$ cat src/rtl/rr_tdm_demux.sv
// rr_tdm_demux: receive-side de-interleaver for the round-robin TDM product
// stream. Mux-side frame marker/beat-valid are delay-matched to the DSP
// latency, a HUNT/LOCKED tracker follows slot position, and each accepted
// beat lands in its channel register.
// Optional build macro RR_TDM_DEMUX_FRAME_HOLD_EN: beats collect in shadow
// registers and a whole frame is published at once on the last slot.

// Per-channel capture register (one instance per slot).
module rr_tdm_demux_lane #(
    parameter int DATA_WIDTH = 16
) (
    input  logic                  i_clk,
    input  logic                  i_rst,
    input  logic                  i_wr,      // beat addressed to this slot
`ifdef RR_TDM_DEMUX_FRAME_HOLD_EN
    input  logic                  i_clr,     // drop partial frame
    input  logic                  i_commit,  // publish whole frame
`endif
    input  logic [DATA_WIDTH-1:0] i_data,
    output logic [DATA_WIDTH-1:0] o_data,
    output logic                  o_valid
);

    logic [DATA_WIDTH-1:0] r_data;
    logic                  r_valid;

`ifdef RR_TDM_DEMUX_FRAME_HOLD_EN
    logic [DATA_WIDTH-1:0] r_shadow;

    // Shadow collects this slot's beat for the frame in progress
    always_ff @(posedge i_clk) begin
        if (i_rst) begin
            r_shadow <= '0;
        end else if (i_wr) begin
            r_shadow <= i_data;
        end else if (i_clr) begin
            r_shadow <= '0;
        end
    end

    // Publish on commit; the last slot takes its beat straight from the bus
    always_ff @(posedge i_clk) begin
        if (i_rst) begin
            r_data  <= '0;
            r_valid <= 1'b0;
        end else begin
            r_valid <= i_commit;
            if (i_commit) begin
                r_data <= i_wr ? i_data : r_shadow;
            end
        end
    end
`else
    // Capture the addressed beat and pulse valid for one cycle
    always_ff @(posedge i_clk) begin
        if (i_rst) begin
            r_data  <= '0;
            r_valid <= 1'b0;
        end else begin
            r_valid <= i_wr;
            if (i_wr) begin
                r_data <= i_data;
            end
        end
    end
`endif

    assign o_data  = r_data;
    assign o_valid = r_valid;

endmodule

module rr_tdm_demux #(
    parameter int DATA_WIDTH    = 16,
    parameter int NUM_CHANNELS  = 2,   // must be >= 2
    parameter int ALIGN_LATENCY = 3    // 0 = markers already aligned
) (
    input  logic                    i_clk,
    input  logic                    i_rst,
    input  logic                    i_frame_sync,
    input  logic                    i_tdm_valid,
    input  logic [DATA_WIDTH-1:0]   i_tdm_data,
    output logic [DATA_WIDTH-1:0]   o_ch_data [NUM_CHANNELS],
    output logic [NUM_CHANNELS-1:0] o_ch_valid,
    output logic                    o_frame_done,
    output logic                    o_locked,
    output logic                    o_sync_err
);

    localparam int SW = $clog2(NUM_CHANNELS);
    localparam logic [SW-1:0] SLOT_ONE  = SW'(1);
    localparam logic [SW-1:0] SLOT_LAST = SW'(NUM_CHANNELS - 1);

    typedef enum logic {
        S_HUNT,
        S_LOCKED
    } state_t;

    state_t        r_state;
    logic [SW-1:0] r_slot;
    logic          r_locked;
    logic          r_sync_err;
    logic          r_frame_done;

    logic          w_d_sync;
    logic          w_d_vld;

    // ------------------------------------------------------------------
    // Marker delay lines: bring frame_sync/tdm_valid to DSP-output time
    // ------------------------------------------------------------------
    generate
        if (ALIGN_LATENCY == 0) begin : g_nodly
            assign w_d_sync = i_frame_sync;
            assign w_d_vld  = i_tdm_valid;
        end else begin : g_dly
            logic [ALIGN_LATENCY:1] r_sync_pipe;
            logic [ALIGN_LATENCY:1] r_vld_pipe;

            // Shift markers one stage per cycle; reset drops in-flight beats
            always_ff @(posedge i_clk) begin
                if (i_rst) begin
                    r_sync_pipe <= '0;
                    r_vld_pipe  <= '0;
                end else begin
                    r_sync_pipe[1] <= i_frame_sync;
                    r_vld_pipe[1]  <= i_tdm_valid;
                    for (int k = 2; k <= ALIGN_LATENCY; k++) begin
                        r_sync_pipe[k] <= r_sync_pipe[k-1];
                        r_vld_pipe[k]  <= r_vld_pipe[k-1];
                    end
                end
            end

            assign w_d_sync = r_sync_pipe[ALIGN_LATENCY];
            assign w_d_vld  = r_vld_pipe[ALIGN_LATENCY];
        end
    endgenerate

    // ------------------------------------------------------------------
    // Beat classification at the aligned point
    // ------------------------------------------------------------------
    logic          w_in_lock;
    logic          w_cap;       // beat is written somewhere
    logic [SW-1:0] w_cap_slot;  // slot it is written to
    logic          w_last;      // capture completes a frame
    logic          w_miss;      // slot 0 expected but no marker
    logic          w_resync;    // marker seen mid-frame
    logic          w_err;

    assign w_in_lock  = (r_state == S_LOCKED);
    // A marker always restarts at slot 0; otherwise only LOCKED captures
    assign w_cap      = w_d_vld & (w_d_sync | (w_in_lock & (r_slot != '0)));
    assign w_cap_slot = w_d_sync ? '0 : r_slot;
    assign w_last     = w_cap & (w_cap_slot == SLOT_LAST);
    assign w_miss     = w_d_vld & w_in_lock & ~w_d_sync & (r_slot == '0);
    assign w_resync   = w_d_vld & w_in_lock &  w_d_sync & (r_slot != '0);
    // Orphan marker (no beat) is flagged regardless of state
    assign w_err      = (w_d_sync & ~w_d_vld) | w_miss | w_resync;

    // ------------------------------------------------------------------
    // Lock tracker: state, slot counter and registered status outputs
    // ------------------------------------------------------------------
    always_ff @(posedge i_clk) begin
        if (i_rst) begin
            r_state      <= S_HUNT;
            r_slot       <= '0;
            r_locked     <= 1'b0;
            r_sync_err   <= 1'b0;
            r_frame_done <= 1'b0;
        end else begin
            r_sync_err   <= w_err;
            r_frame_done <= w_last;
            if (w_d_vld) begin
                case (r_state)
                    S_HUNT: begin
                        if (w_d_sync) begin
                            r_state  <= S_LOCKED;
                            r_locked <= 1'b1;
                            r_slot   <= SLOT_ONE;
                        end
                    end
                    S_LOCKED: begin
                        if (w_d_sync) begin
                            r_slot <= SLOT_ONE;
                        end else if (r_slot == '0) begin
                            r_state  <= S_HUNT;
                            r_locked <= 1'b0;
                        end else if (r_slot == SLOT_LAST) begin
                            r_slot <= '0;
                        end else begin
                            r_slot <= r_slot + 1'b1;
                        end
                    end
                    default: begin
                        r_state  <= S_HUNT;
                        r_locked <= 1'b0;
                        r_slot   <= '0;
                    end
                endcase
            end
        end
    end

    // ------------------------------------------------------------------
    // Channel registers
    // ------------------------------------------------------------------
`ifdef RR_TDM_DEMUX_FRAME_HOLD_EN
    logic w_flush;
    // Any new frame start or lost lock throws away the partial frame
    assign w_flush = (w_d_vld & w_d_sync) | w_miss;
`endif

    generate
        for (genvar g = 0; g < NUM_CHANNELS; g++) begin : g_lane
            logic w_wr;
            assign w_wr = w_cap & (w_cap_slot == SW'(g));

            rr_tdm_demux_lane #(
                .DATA_WIDTH (DATA_WIDTH)
            ) u_lane (
                .i_clk    (i_clk),
                .i_rst    (i_rst),
                .i_wr     (w_wr),
`ifdef RR_TDM_DEMUX_FRAME_HOLD_EN
                .i_clr    (w_flush),
                .i_commit (w_last),
`endif
                .i_data   (i_tdm_data),
                .o_data   (o_ch_data[g]),
                .o_valid  (o_ch_valid[g])
            );
        end
    endgenerate

    assign o_frame_done = r_frame_done;
    assign o_locked     = r_locked;
    assign o_sync_err   = r_sync_err;

endmodule

$ cat config.mk
export PLATFORM = sky130hd
export DESIGN_NAME = rr_tdm_demux
export DESIGN_NICKNAME = d
export VERILOG_FILES = /design/src/rtl/rr_tdm_demux.sv
export SDC_FILE = /design/constraint.sdc
export NUM_CORES = 1
export LEC_CHECK = 0
export ABC_AREA = 1
export CAP_MARGIN = 20
export CORE_MARGIN = 3
export CORE_UTILIZATION = 33
export DETAILED_ROUTE_END_ITERATION = 8
export PLACE_DENSITY = 0.66
export SLEW_MARGIN = 25
export SYNTH_ARGS = -nofsm -noshare
export SYNTH_HDL_FRONTEND = slang
export SYNTH_SLANG_ARGS = --single-unit
export TNS_END_PERCENT = 100
$ cat constraint.sdc
create_clock -name i_clk -period 3 [get_ports i_clk]
set_clock_uncertainty 0.1 [all_clocks]
set_input_delay 0.45 -clock i_clk [delete_from_list [all_inputs] [get_ports i_clk]]
set_output_delay 0.45 -clock i_clk [all_outputs]
set_load 0.01 [all_outputs]
==> metrics.txt <==
status finished clean; H-tree levels 2; critical path arrival 1.90 ns; vias 1,531; Die H 77.9 µm; routed wire length a little under 4000 µm; Syn Nets around 250; grt met1 use 0.181; PD cells ~480 nW/µm²; min cycle time layout approximately 1.8 ns; Hold Crit Class register to register; GRT overflow 0; Post-synth ARST share 0; Setup crit start kind input port; Initial Util 0.351; largest net degree at the start of global routing 35; final setup margin ~1.2 ns; vias in the first global route around 1,500; met3 Usage GRT 0.0592; Peak Freq 566 MHz; clock insertion delay at the later pin of the skew report ~0.29 ns; # hold bufs at CTS 0; Port Buffers 56; initial antenna violation count 0; CP Capture Type register; Antenna diodes 0; M2 GR Usage 0.220; most frequent cell after synthesis nor2_1; Pins Over Slew Limit 0; site row count 25; Worst Tran Pin Value roughly 0.5 ns; die width a little under 80 µm; clk slew on worst S/H paths approximately 0.080 ns; post-synth cell types 22; IO Count 57; RSZ-0062 raised after global routing false; kind of critical path input port to register; CTS tree built; Num CTS Buffers 5; dpl hpwl around 2700 µm; Fin. Hold Viols 0; Cells after Synth between 200 and 250; Peak VDD IR between 0.15 and 0.2 mV; initial DRC count 66; GP Congestion about 0.8; sequential share of the synthesized area 0.517; DRT Pass-1 Iters 4; clock tree root buffer cell clkbuf_8; Hold Worst Slack just over 0.3 ns; Avg Inst Size Synth ~7.5 µm²; routed vias/inst 4.41; post-synth top area share 0.517; final setup vio count 0; CP max FO 34; Post-synth top cells nor2_1, dfxtp_1, inv_1; area leader, netlist dfxtp_1; synthesized area between 1500 and 2000 µm²; DRT antenna net count 0; post-CTS sizing 0; # DRC 0; clock sinks between 40 and 50; Post-CTS Setup Inserts 0; Post-synth EDFFs 0; prevailing post-synth register cell dfxtp_1; Syn. warnings 0; die area ~6100 µm²; Max Cap Violations 0; layout cells sized above 1 0.0679; top cells by area, synth dfxtp_1, nor2_1, inv_1, nand2_1, nand3_1; area delta synth->final 40.2%; first-pass GRT wire length 6840 µm; Setup TNS Final 0 ns; Final nets ~300; period utilization 0.589; fillers 495; Required @ worst endpoint approximately 3.1 ns; Lkg Pwr 0.00100 µW; Placeable Area approximately 4800 µm²; Relative slew margins 0.659; DR WL/cell between 10 and 15 µm; setup slack at placement ~0.93 ns; Most Crowded Layer GR met2; #FFs+latches synth 44; Clock Path Buffers 2; all-layer global routing usage 0.142
## sequential cells by signal, summed over array words and instances (netlist names)
register,count
o_sync_err,1
o_locked,1
g_dly.r_sync_pipe,3
g_lane.u_lane.o_valid,2
g_lane.u_lane.o_data,32
r_slot,1
g_dly.r_vld_pipe,3
r_state,1
## worst paths after layout
check,end,startpoint,slack (ns),depth (start not counted)
setup / recovery,g_lane[0].u_lane.o_data[5]$_SDFFE_PP0P_,i_rst,1.23,4
hold / removal,g_dly.r_sync_pipe[3]$_SDFF_PP0_,g_dly.r_sync_pipe[2]$_SDFF_PP0_,0.31,2
setup reg to reg,g_lane[0].u_lane.o_data[6]$_SDFFE_PP0P_,g_dly.r_sync_pipe[3]$_SDFF_PP0_,1.55,4
hold reg to reg,g_dly.r_sync_pipe[3]$_SDFF_PP0_,g_dly.r_sync_pipe[2]$_SDFF_PP0_,0.31,2
## cell families (layout without fill, tap and decap cells)
family,count (synthesis),in the layout,synth area share
AND/OR/NAND/NOR,122,122,0.308
AO/OA/AOI/OAI,20,20,0.0595
buffers and inverters,42,94,0.116
flip-flops,44,44,0.517
## per-layer routing
metal  part of all wire  wire length, µm
met5                  0                0
met4              0.011               43
met3              0.082              319
met2               0.42             1630
met1               0.49             1900
## cell usage in the layout (no fill, tap or decap)
| master | netlist | layout |
|---|---|---|
| bufinv_16 | 0 | 1 |
| nand2_1 | 23 | 23 |
| nor2_1 | 75 | 75 |
| dfxtp_1 | 44 | 44 |
| o22ai_1 | 1 | 1 |
| nor2_4 | 1 | 1 |
| nand3_1 | 17 | 17 |
| clkbuf_8 | 0 | 7 |
| o21ai_1 | 2 | 2 |
| a21oi_1 | 2 | 2 |
| nor3_1 | 1 | 1 |
| o21ai_0 | 15 | 15 |
| clkdlybuf4s50_1 | 0 | 56 |
| nand2_4 | 2 | 2 |
| inv_2 | 5 | 5 |
| nor2_2 | 1 | 1 |
| inv_1 | 25 | 25 |
| nor2_8 | 1 | 1 |
| nand2_2 | 1 | 1 |
## where the power goes
part	switching [µW]	internal (µW)	total, µW
clock network	196	294	490
logic	28.5	32.6	61.1
registers	2.65	588	591
total	227	914	1140
## worst max-delay path, cell delays in order
cell and delay, ns:
clkdlybuf4s50_1 0.65, inv_2 0.51, o21ai_0 0.18, nor2_1 0.10
## stage by stage
step | cells | util | total power [µW] | area (µm²)
floorplan | 228 | - | 630 | 1700
global placement | 339 | 0.467 | 665 | 2260
detailed placement | 339 | 0.467 | 666 | 2260
CTS | 347 | 0.493 | 1160 | 2390
global route | 347 | 0.493 | 1190 | 2390
finish | 347 | 0.493 | 1140 | 2390
## area by class of cell
class	instances	area, µm²	share of cell area
flip-flops and latches	44	881	0.369
clock inverters	1	30.0	0.0126
repair buffers	56	561	0.235
multi-input cells	142	626	0.262
well taps	67	83.8	0.0351
clock buffers	7	96.3	0.0403
inverters	30	113	0.0471
(Power assumes the default switching activity.)
